===== src/rtl/cond_gate_if.sv =====
// Decode/execute handshake bundle for cond_gate.
// The gate uses the slave modport; the surrounding pipeline uses master.
interface cond_gate_if;
    logic       in_valid;
    logic       in_ready;
    logic [3:0] in_cond;
    logic       in_sets_flags;
    logic       out_valid;
    logic       out_ready;
    logic       out_exec;
    logic       out_sets_flags;

    modport master (
        output in_valid, in_cond, in_sets_flags, out_ready,
        input  in_ready, out_valid, out_exec, out_sets_flags
    );

    modport slave (
        input  in_valid, in_cond, in_sets_flags, out_ready,
        output in_ready, out_valid, out_exec, out_sets_flags
    );
endinterface


===== src/rtl/cond_gate.sv =====
// Holds one decoded instruction and evaluates its ARM condition against CPSR, stalling while flag writers are in flight.
// Optional FLAG_FWD_EN: resolve the stall one cycle early from the flag values being written.
module cond_gate #(
    parameter int CNT_W = 2
) (
    input  logic             clk,
    input  logic             reset,
    cond_gate_if.slave       bus,
    input  logic             N_flag,
    input  logic             Z_flag,
    input  logic             C_flag,
    input  logic             V_flag,
    input  logic             update_CPSR,
    input  logic             ignore_C_flag,
    input  logic             N_flag_temp,
    input  logic             Z_flag_temp,
    input  logic             C_flag_temp,
    input  logic             V_flag_temp,
    output logic [CNT_W-1:0] pending
);

    typedef enum logic [1:0] {
        S_IDLE,
        S_WAIT,
        S_VALID
    } state_t;

    localparam logic [CNT_W-1:0] PEND_MAX = '1;

    function automatic logic f_cond_pass(input logic [3:0] c, input logic n, input logic z,
                                         input logic cf, input logic v);
        logic r;
        r = 1'b0;
        case (c)
            4'b0000: r = z;
            4'b0001: r = !z;
            4'b0010: r = cf;
            4'b0011: r = !cf;
            4'b0100: r = n;
            4'b0101: r = !n;
            4'b0110: r = v;
            4'b0111: r = !v;
            4'b1000: r = cf & !z;
            4'b1001: r = !cf | z;
            4'b1010: r = (n == v);
            4'b1011: r = (n != v);
            4'b1100: r = !z & (n == v);
            4'b1101: r = z | (n != v);
            4'b1110: r = 1'b1;
            default: r = 1'b0;
        endcase
        return r;
    endfunction

    state_t           r_state, w_state_nxt;
    logic             r_exec, w_exec_nxt;
    logic             r_sets, w_sets_nxt;
    logic [3:0]       r_cond, w_cond_nxt;
    logic [CNT_W-1:0] r_pend, w_pend_nxt;

    logic w_depart, w_issue, w_no_flags, w_hazard, w_slot, w_room, w_accept;
    logic w_pass_in, w_pass_held;

    assign w_depart   = (r_state == S_VALID) & bus.out_ready;
    assign w_issue    = w_depart & r_exec & r_sets;
    assign w_no_flags = (bus.in_cond[3:1] == 3'b111);
    assign w_hazard   = ((r_pend != '0) | w_issue) & !w_no_flags;
    assign w_slot     = (r_state == S_IDLE) | w_depart;
    assign w_room     = (r_pend != PEND_MAX) | !bus.in_sets_flags;
    assign w_accept   = bus.in_valid & bus.in_ready;

    assign w_pass_in   = f_cond_pass(bus.in_cond, N_flag, Z_flag, C_flag, V_flag);
    assign w_pass_held = f_cond_pass(r_cond, N_flag, Z_flag, C_flag, V_flag);

    assign bus.in_ready       = w_slot & w_room;
    assign bus.out_valid      = (r_state == S_VALID);
    assign bus.out_exec       = r_exec;
    assign bus.out_sets_flags = r_sets;
    assign pending            = r_pend;

`ifdef FLAG_FWD_EN
    logic w_fwd, w_pass_fwd;
    // The last outstanding write lands at this edge, so its data is already final on the temp bus.
    assign w_fwd      = (r_pend == CNT_W'(1)) & update_CPSR & !w_issue;
    assign w_pass_fwd = f_cond_pass(r_cond, N_flag_temp, Z_flag_temp,
                                    ignore_C_flag ? C_flag : C_flag_temp, V_flag_temp);
`else
    logic w_unused_fwd;
    assign w_unused_fwd = &{1'b0, ignore_C_flag, N_flag_temp, Z_flag_temp, C_flag_temp, V_flag_temp};
`endif

    always_comb begin
        w_state_nxt = r_state;
        w_exec_nxt  = r_exec;
        w_sets_nxt  = r_sets;
        w_cond_nxt  = r_cond;
        case (r_state)
            S_IDLE, S_VALID: begin
                if (w_accept) begin
                    w_cond_nxt = bus.in_cond;
                    w_sets_nxt = bus.in_sets_flags;
                    if (w_hazard) begin
                        w_state_nxt = S_WAIT;
                        w_exec_nxt  = 1'b0;
                    end else begin
                        w_state_nxt = S_VALID;
                        w_exec_nxt  = w_pass_in;
                    end
                end else if (w_depart) begin
                    w_state_nxt = S_IDLE;
                    w_exec_nxt  = 1'b0;
                end
            end
            S_WAIT: begin
                if (r_pend == '0) begin
                    w_state_nxt = S_VALID;
                    w_exec_nxt  = w_pass_held;
                end
`ifdef FLAG_FWD_EN
                else if (w_fwd) begin
                    w_state_nxt = S_VALID;
                    w_exec_nxt  = w_pass_fwd;
                end
`endif
            end
            default: w_state_nxt = S_IDLE;
        endcase
    end

    always_comb begin
        w_pend_nxt = r_pend;
        case ({w_issue, update_CPSR})
            2'b10:   if (r_pend != PEND_MAX) w_pend_nxt = r_pend + CNT_W'(1);
            2'b01:   if (r_pend != '0)       w_pend_nxt = r_pend - CNT_W'(1);
            default: w_pend_nxt = r_pend;
        endcase
    end

    always_ff @(posedge clk) begin
        if (reset) begin
            r_state <= S_IDLE;
            r_exec  <= 1'b0;
            r_sets  <= 1'b0;
            r_cond  <= '0;
            r_pend  <= '0;
        end else begin
            r_state <= w_state_nxt;
            r_exec  <= w_exec_nxt;
            r_sets  <= w_sets_nxt;
            r_cond  <= w_cond_nxt;
            r_pend  <= w_pend_nxt;
        end
    end

endmodule


===== src/flat_wrapper.sv =====
// flat-port wrapper written by rule: the top's interface ports become plain ports
module cond_gate_flat 
#(
    parameter int CNT_W = 2
)
  (clk, reset, N_flag, Z_flag, C_flag, V_flag, update_CPSR, ignore_C_flag, N_flag_temp, Z_flag_temp, C_flag_temp, V_flag_temp, pending, bus_in_valid, bus_in_cond, bus_in_sets_flags, bus_out_ready, bus_in_ready, bus_out_valid, bus_out_exec, bus_out_sets_flags);
  cond_gate_if bus_i ();
  input  logic clk;
  input  logic reset;
  input  logic N_flag;
  input  logic Z_flag;
  input  logic C_flag;
  input  logic V_flag;
  input  logic update_CPSR;
  input  logic ignore_C_flag;
  input  logic N_flag_temp;
  input  logic Z_flag_temp;
  input  logic C_flag_temp;
  input  logic V_flag_temp;
  output logic [CNT_W-1:0] pending;
  input wire logic [$bits(bus_i.in_valid)-1:0] bus_in_valid;
  input wire logic [$bits(bus_i.in_cond)-1:0] bus_in_cond;
  input wire logic [$bits(bus_i.in_sets_flags)-1:0] bus_in_sets_flags;
  input wire logic [$bits(bus_i.out_ready)-1:0] bus_out_ready;
  output wire logic [$bits(bus_i.in_ready)-1:0] bus_in_ready;
  output wire logic [$bits(bus_i.out_valid)-1:0] bus_out_valid;
  output wire logic [$bits(bus_i.out_exec)-1:0] bus_out_exec;
  output wire logic [$bits(bus_i.out_sets_flags)-1:0] bus_out_sets_flags;
  assign bus_i.in_valid = bus_in_valid;
  assign bus_i.in_cond = bus_in_cond;
  assign bus_i.in_sets_flags = bus_in_sets_flags;
  assign bus_i.out_ready = bus_out_ready;
  assign bus_in_ready = bus_i.in_ready;
  assign bus_out_valid = bus_i.out_valid;
  assign bus_out_exec = bus_i.out_exec;
  assign bus_out_sets_flags = bus_i.out_sets_flags;
  cond_gate #(.CNT_W(CNT_W)) u_core (.clk(clk), .reset(reset), .bus(bus_i), .N_flag(N_flag), .Z_flag(Z_flag), .C_flag(C_flag), .V_flag(V_flag), .update_CPSR(update_CPSR), .ignore_C_flag(ignore_C_flag), .N_flag_temp(N_flag_temp), .Z_flag_temp(Z_flag_temp), .C_flag_temp(C_flag_temp), .V_flag_temp(V_flag_temp), .pending(pending));
endmodule

===== config.mk =====
export PLATFORM = sky130hd
export DESIGN_NAME = cond_gate_flat
export DESIGN_NICKNAME = d
export VERILOG_FILES = /design/src/rtl/cond_gate_if.sv /design/src/rtl/cond_gate.sv /design/src/flat_wrapper.sv
export SDC_FILE = /design/constraint.sdc
export NUM_CORES = 1
export LEC_CHECK = 0
export CORE_MARGIN = 5
export CORE_UTILIZATION = 35
export CTS_CLUSTER_DIAMETER = 50
export DETAILED_ROUTE_END_ITERATION = 16
export PLACE_DENSITY = 0.73
export SYNTH_ARGS = -nofsm -noshare
export SYNTH_HDL_FRONTEND = slang
export SYNTH_SLANG_ARGS = --single-unit
export TNS_END_PERCENT = 50

===== constraint.sdc =====
create_clock -name clk -period 2.1 [get_ports clk]
set_clock_uncertainty 0.1 [all_clocks]
set_input_delay 0.63 -clock clk [delete_from_list [all_inputs] [get_ports clk]]
set_output_delay 0.63 -clock clk [all_outputs]
set_load 0.02 [all_outputs]

==> results of run 1 <==
[cells in the final DEF (no fill, tap or decap), types with 2 or more instances in the layout]
cell type         n
inv_1             4
a211oi_2          2
nand2_1          16
clkdlybuf4s50_1   6
clkbuf_4          3
nand2b_1          5
xor2_1            2
nor3_1            2
a21o_1            2
ha_1              2
o21ai_0           2
dfxtp_1          10
a31oi_1           4
dlymetal6s2s_1    9
inv_2             2
o211ai_1          2
nor3b_1           2
a21oi_1          11
buf_4            23
mux2i_1           2
nor2_1            6
nor2b_1           4
[how the worst max path moves through the flow]
stage	from	slack (ns)	to	depth (start not counted)
floorplan	bus_in_sets_flags	0.08	u_core.bus.out_exec$_SDFFE_PP0P_	6
global placement	bus_in_sets_flags	-0.70	bus_in_ready	4
detailed placement	bus_in_sets_flags	-0.73	bus_in_ready	4
CTS	N_flag	-0.07	u_core.bus.out_exec$_SDFFE_PP0P_	7
global route	u_core.r_state[1]$_SDFFE_PP0P_	-0.03	u_core.pending[1]$_SDFFE_PP0P_	7
finish	bus_out_ready	0.05	u_core.pending[1]$_SDFFE_PP0P_	8
[layout make-up]
type / count / share of cell area
Sequential cell: 10 / 0.161
Clock buffer: 3 / 0.0181
Tap cell: 28 / 0.0281
Timing Repair Buffer: 41 / 0.296
Multi-Input combinational cell: 85 / 0.478
Inverter: 6 / 0.0181
[critical path, cell delays in order]
cell and delay [ns]:
clkdlybuf4s15_1 0.20, buf_4 0.15, nand4_1 0.18, inv_1 0.07, ha_1 0.30, nor2_2 0.13
nor2_1 0.07, a2111oi_2 0.36
[kinds of logic (layout without fill, tap and decap cells)]
logic type / Yosys count / after routing / synth area share
adders and majority gates: 2 / 2 / 0.0314
buffers and inverters: 11 / 50 / 0.0534
muxes: 3 / 3 / 0.0581
AOI/OAI and AO/OA: 35 / 35 / 0.301
xor gates and xnor gates: 3 / 3 / 0.0330
and+or+nand+nor: 42 / 42 / 0.272
DFF: 10 / 10 / 0.251
[cells in the mapped netlist (all sizes together) (3+ instances only)]
cell    number
clkbuf       4
nor2b        6
a21oi       12
inv          6
nand2b       5
a211oi       3
nor2         7
nand2       16
a31oi        4
dfxtp       10
[per-layer routing]
metal | up-vias | wire [microns]
met5 | - | 0
met4 | 0 | 40
met3 | 8 | 110
li1 | 468 | -
met1 | 449 | 1060
met2 | 26 | 1150
[through the flow]
step | utilization | worst slack, ns | hold WS, ns | setup TNS [ns] | instances
6_report | 0.568 | 0.0540 | 0.392 | 0 | 173
5_1_grt | 0.568 | -0.0284 | 0.427 | -0.0284 | 173
4_1_cts | 0.540 | -0.0682 | 0.390 | -0.0682 | 173
3_5_place_dp | 0.523 | -0.732 | 0.382 | -2.71 | 167
3_3_place_gp | 0.523 | -0.700 | 0.374 | -2.27 | 167
2_1_floorplan | - | 0.0823 | 0.358 | 0 | 106
[registers in the layout, indices dropped and copies added, names as in the netlist]
signal	flops
u_core.bus.out_exec	1
u_core.r_cond	4
u_core.bus.out_sets_flags	1
u_core.pending	2
u_core.r_state	2
[power by group through the flow]
stage	logic, uW	clock network, uW	registers (uW)
after floorplan	99.9	0	226
after global placement	199	0	220
after detailed placement	203	0	221
after CTS	208	134	217
after global routing	237	148	219
final	218	129	217
[what timing repair did]
| item | CTS | global route |
|---|---|---|
| pin swaps | 2 | 5 |
| gates cloned | 0 | 0 |
| endpoints found under the hold margin | 0 | 0 |
| setup endpoints to repair | 5 | 6 |
| gates resized for setup | 8 | 22 |
| buffers inserted | 3 | 0 |
==> summary.md, run 1 <==
| Metric | Value |
|---|---|
| Final Cell Area | 0.00124 sq mm |
| Internal power | 384 uW |
| Total gr overflow | 0 |
| CP endpoint kind | flop |
| Ant. Diodes | 0 |
| Synth area leaders | dfxtp_1 (25%), a21oi_1 (7.5%), nand2_1 (7.5%) |
| Worst-case hold path end point | u_core.r_cond[3]$_SDFFE_PP0P_ |
| Relative slew margins | 0.744 |
| Largest net degree at the start of global routing | 11 |
| CP required | 2.15 ns |
| Kind of critical path | in2reg |
| Starting density of the core | 0.364 |
| Async SR Flop Fraction | 0 |
| Vias in the first global route | 883 |
| Worst-Margin Slew | 0.383 ns |
| Number of flops mapped to enable cells by yosys | 0 |
| Max FO, Critical Path | 3 |
| Die Ht | 57.7 microns |
| R2R depth | 7 |
| Hold_buf cts | 0 |
| CTS Buf Count | 3 |
| Setup violations, final | 0 |
| DR WL/cell | 13.7 microns |
| Row count | 17 |
| Hold Path Stages | 2 |
| Switch share | 0.320 |
| Reg2reg start | u_core.r_state[1]$_SDFFE_PP0P_ |
| Fin. Hold Viols | 0 |
| Die width | 57.7 microns |
| Port bufs | 19 |
| Multi-input gate area | 596 sq um |
| Max-slew violations | 0 |
| Synth area leader | dfxtp_1 |
| Core box area | 0.00219 sq mm |
| R2R setup slack | 0.13 ns |
| Placer Congestion | 0.855 |
| Post-synth top area share | 0.251 |
| Met3 Usage GRT | 0.0334 |
| TritonRoute pass-1 iters | 4 |
| Min Tclk post-route | 2.05 ns |
| Grt met1 use | 0.189 |
| Net switching power | 181 uW |
| Worst Setup Start Kind | primary input |
| Final ANT Viol Nets | 0 |
| PwrDens | 454 mW/mm^2 |
| Initial DRC count | 34 |
| Type of the most critical hold path | reg2reg |
| Leakage | 0.000610 uW |
| Sinks on Clock Net | 10 |
| Sequential-to-total area share from yosys stat | 0.251 |
| Worst hold start | u_core.r_cond[3]$_SDFFE_PP0P_ |
| NumNets Final | 168 |
| Synth cell types | 38 |
| Initial antenna violation count | 0 |
| Ys flop type | dfxtp_1 |
| Total number of vias | 951 |
| Met2 Use GR | 0.215 |
| Max frequency | 489 MHz |
| Clk buf depth | 2 |
| Max IR drop VDD | 343 uV |
| FILL cells | 196 |
| Drt drc | 0 |
| Clock-pin slew on the worst setup and hold paths | 0.06 ns |
| Synthesized area per cell | 7.52 sq um |
| Combinational share of power | 0.387 |
| Die area | 0.00333 sq mm |
| Drt total wl | 2370 microns |
| Critical Path AT | 2.09 ns |
| Clock share of power | 0.229 |
| Layout area overhead | 56.2% |
| H-tree depth | 1 |
| Mapped Cells | 106 |
| Syn nets | 127 |
| Via density | 5.50 |
| Mapped Area | 797 sq um |
| CTS tree | built |
| Final period utilization | 0.974 |
| Placed standard-cell area | 0.00114 sq mm |
| Root buffer cell | clkbuf_4 |
| Syn. warnings | 0 |
| Layout cells sized above 1 | 0.269 |
| Reg-to-reg endpoint | u_core.pending[1]$_SDFFE_PP0P_ |
| Post-DP HPWL | 1810 microns |
| GRT Overall Usage | 0.143 |
| Yosys reg bits | 10 |
| Max Cap Viol | 0 |
| Register area | 200 sq um |
| First-pass GRT wire length | 3820 microns |
| Total chip power | 565 uW |
| Clk_lat worst skew | 0.26 ns |
| Flop pwr share | 0.385 |
| Most Crowded Layer GR | met2 |
| I/O pin count | 25 |
| Status | complete, no violations |
No activity file was read; power rests on OpenSTA's default activity.
==> run 2, diff against run 1 <==
--- a/config.mk
+++ b/config.mk
@@ -5,6 +5,7 @@
 export SDC_FILE = /design/constraint.sdc
 export NUM_CORES = 1
 export LEC_CHECK = 0
+export ABC_AREA = 0
 export CORE_MARGIN = 5
 export CORE_UTILIZATION = 35
 export CTS_CLUSTER_DIAMETER = 50
==> results of run 2 <==
No change in the layout: final DEF, timing and power equal those of run 1.
==> run 3, diff against run 2 <==
--- a/config.mk
+++ b/config.mk
@@ -10,7 +10,8 @@
 export CORE_UTILIZATION = 35
 export CTS_CLUSTER_DIAMETER = 50
 export DETAILED_ROUTE_END_ITERATION = 16
-export PLACE_DENSITY = 0.73
+export DONT_BUFFER_PORTS = 1
+export PLACE_DENSITY = 0.59
 export SYNTH_ARGS = -nofsm -noshare
 export SYNTH_HDL_FRONTEND = slang
 export SYNTH_SLANG_ARGS = --single-unit
==> summary.md, run 3 (synthesis results as in run 1) <==
| Metric | Value |
|---|---|
| Vias in the first global route | 711 (was 883) |
| Internal power | 370 uW (was 384 uW) |
| Root buffer cell | clkbuf_4 (unchanged) |
| Reg2reg start | u_core.r_state[1]$_SDFFE_PP0P_ (unchanged) |
| Layout cells sized above 1 | 0.117 (was 0.269) |
| Clock share of power | 0.333 (was 0.229) |
| Die area | 0.00333 sq mm (unchanged) |
| Initial DRC count | 10 (was 34) |
| Most frequent cells in the layout | nand2_1 (16), a21oi_1 (12), dfxtp_1 (10) (was buf_4 (23), nand2_1 (16), a21oi_1 (11)) |
| Sinks on Clock Net | 10 (unchanged) |
| Relative slew margins | 0.714 (was 0.744) |
| Reg-to-reg endpoint | u_core.pending[1]$_SDFFE_PP0P_ (unchanged) |
| Clk buf depth | 2 (unchanged) |
| Kind of critical path | in2out (was in2reg) |
| RSZ-0062 raised after global routing | no |
| Inst Count DP | 135 (was 167) |
| Max FO, Critical Path | 3 (unchanged) |
| H-tree depth | 1 (unchanged) |
| Setup violations, final | 0 (unchanged) |
| Worst-Margin Slew | 0.425 ns (was 0.383 ns) |
| Post-DP HPWL | 1560 microns (was 1810 microns) |
| Row count | 17 (unchanged) |
| Final ANT Viol Nets | 0 (unchanged) |
| Worst-case hold path end point | u_core.r_cond[3]$_SDFFE_PP0P_ (unchanged) |
| Via density | 5.65 (was 5.50) |
| Largest net degree at the start of global routing | 12 (was 11) |
| Total number of vias | 785 (was 951) |
| Worst hold start | reset (was u_core.r_cond[3]$_SDFFE_PP0P_) |
| Leakage | 0.000358 uW (was 0.000610 uW) |
| Most flops, register | u_core.r_cond (unchanged) |
| GRT Overall Usage | 0.119 (was 0.143) |
| FILL cells | 233 (was 196) |
| Drt total wl | 1920 microns (was 2370 microns) |
| Worst Setup Start Kind | primary input (unchanged) |
| Hold_buf cts | 0 (unchanged) |
| Hold Path Stages | 1 (was 2) |
| Setup_tns | 0 ns (unchanged) |
| Core box area | 0.00219 sq mm (unchanged) |
| Clk_lat worst skew | 0.27 ns (was 0.26 ns) |
| Layout area overhead | 12.2% (was 56.2%) |
| NumNets Final | 133 (was 168) |
| Post-CTS Setup Inserts | 0 (was 3) |
| Initial antenna violation count | 0 (unchanged) |
| Max Cap Viol | 0 (unchanged) |
| Critical Path AT | 1.27 ns (was 2.09 ns) |
| Switch share | 0.282 (was 0.320) |
| CTS tree | built (unchanged) |
| Starting density of the core | 0.364 (unchanged) |
| PwrDens | 576 mW/mm^2 (was 454 mW/mm^2) |
| Layout Cells excl Fill | 139 (was 173) |
| Final period utilization | 0.951 (was 0.974) |
| CP endpoint kind | output port (was flop) |
| DR WL/cell | 13.8 microns (was 13.7 microns) |
| Net switching power | 145 uW (was 181 uW) |
| Max frequency | 501 MHz (was 489 MHz) |
| I/O pin count | 25 (unchanged) |
| R2R setup slack | 0.24 ns (was 0.13 ns) |
| Min Tclk post-route | 2.00 ns (was 2.05 ns) |
| CTS Buf Count | 3 (unchanged) |
| CP required | 1.37 ns (was 2.15 ns) |
| Placer Congestion | 0.785 (was 0.855) |
| Ant. Diodes | 0 (unchanged) |
| Die width | 57.7 microns (unchanged) |
| Type of the most critical hold path | in2reg (was reg2reg) |
| Fin. Hold Viols | 0 (unchanged) |
| Total gr overflow | 0 (unchanged) |
| Max IR drop VDD | 375 uV (was 343 uV) |
| Die Ht | 57.7 microns (unchanged) |
| Flop pwr share | 0.422 (was 0.385) |
| TritonRoute pass-1 iters | 4 (unchanged) |
| Drt drc | 0 (unchanged) |
| Post-cts resize count | 0 (was 8) |
| First-pass GRT wire length | 3180 microns (was 3820 microns) |
| Max-slew violations | 0 (unchanged) |
| Clock-pin slew on the worst setup and hold paths | 0.06 ns (about the same) |
| Port bufs | 0 (was 19) |
| Most common cell after layout, fill and taps aside | nand2_1 (was buf_4) |
| R2R depth | 7 (unchanged) |
| Status | complete, no violations (unchanged) |
| Max FFs per register | 4 (unchanged) |
| Combinational share of power | 0.245 (was 0.387) |
-- run 3: cell types whose count changed in the layout (fill, tap and decap cells not counted), sizes merged --
cell           delta
dlymetal6s2s      -9
dlygate4sd2       -1
clkdlybuf4s50     -6
clkdlybuf4s15     -1
buf              -17
-- run 3: worst max path at each step --
stage,start,end,slack (ns)
final,bus_in_sets_flags,bus_in_ready,0.10
after global routing,u_core.r_state[1]$_SDFFE_PP0P_,u_core.pending[1]$_SDFFE_PP0P_,0.03
after CTS,bus_in_sets_flags,bus_in_ready,0.12
after detailed placement,V_flag,u_core.bus.out_exec$_SDFFE_PP0P_,0.10
after global placement,V_flag,u_core.bus.out_exec$_SDFFE_PP0P_,0.09
after floorplan,bus_in_sets_flags,u_core.bus.out_exec$_SDFFE_PP0P_,0.08
-- run 3: worst max-delay path, stage by stage --
cell	delay, ns
and3_1	0.16
a211oi_2	0.28
buf_4	0.20
-- run 3: power by group through the flow --
stage,Sequential (uW),Combinational (uW),Clock (uW)
after floorplan,226,99.9,0
after global placement,221,124,0
after detailed placement,222,126,0
after CTS,217,126,178
after global routing,219,139,188
final,217,126,172
-- run 3: layout make-up --
class,count,area [sq um],share of cell area
well taps,28,35.0,0.0392
clock buffers,4,36.3,0.0406
multi-input cells,85,556,0.621
inverters,6,22.5,0.0252
flip-flops and latches,10,200,0.224
repair buffers,6,45.0,0.0503
-- run 3: per-layer routing --
metal | routed length (microns) | share of wire | track usage | up-vias
li1 | - | - | - | 400
met1 | 821 | 0.43 | 0.132 | 375
met2 | 1010 | 0.52 | 0.211 | 7
met3 | 73 | 0.038 | 0.0445 | 3
met4 | 19 | 0.0099 | 0.0298 | 0
met5 | 0 | 0 | 0 | -
-- run 3: stage by stage --
| step | power, uW | hold slack, ns | cell area, sq um | util | worst slack (ns) |
|---|---|---|---|---|---|
| after detailed placement | 348 | 0.370 | 857 | 0.391 | 0.101 |
| after global routing | 546 | 0.306 | 895 | 0.408 | 0.0262 |
| final | 515 | 0.320 | 895 | 0.408 | 0.103 |
| after floorplan | 326 | 0.358 | 797 | - | 0.0823 |
| after global placement | 345 | 0.368 | 857 | 0.391 | 0.0904 |
| after CTS | 522 | 0.311 | 893 | 0.408 | 0.117 |
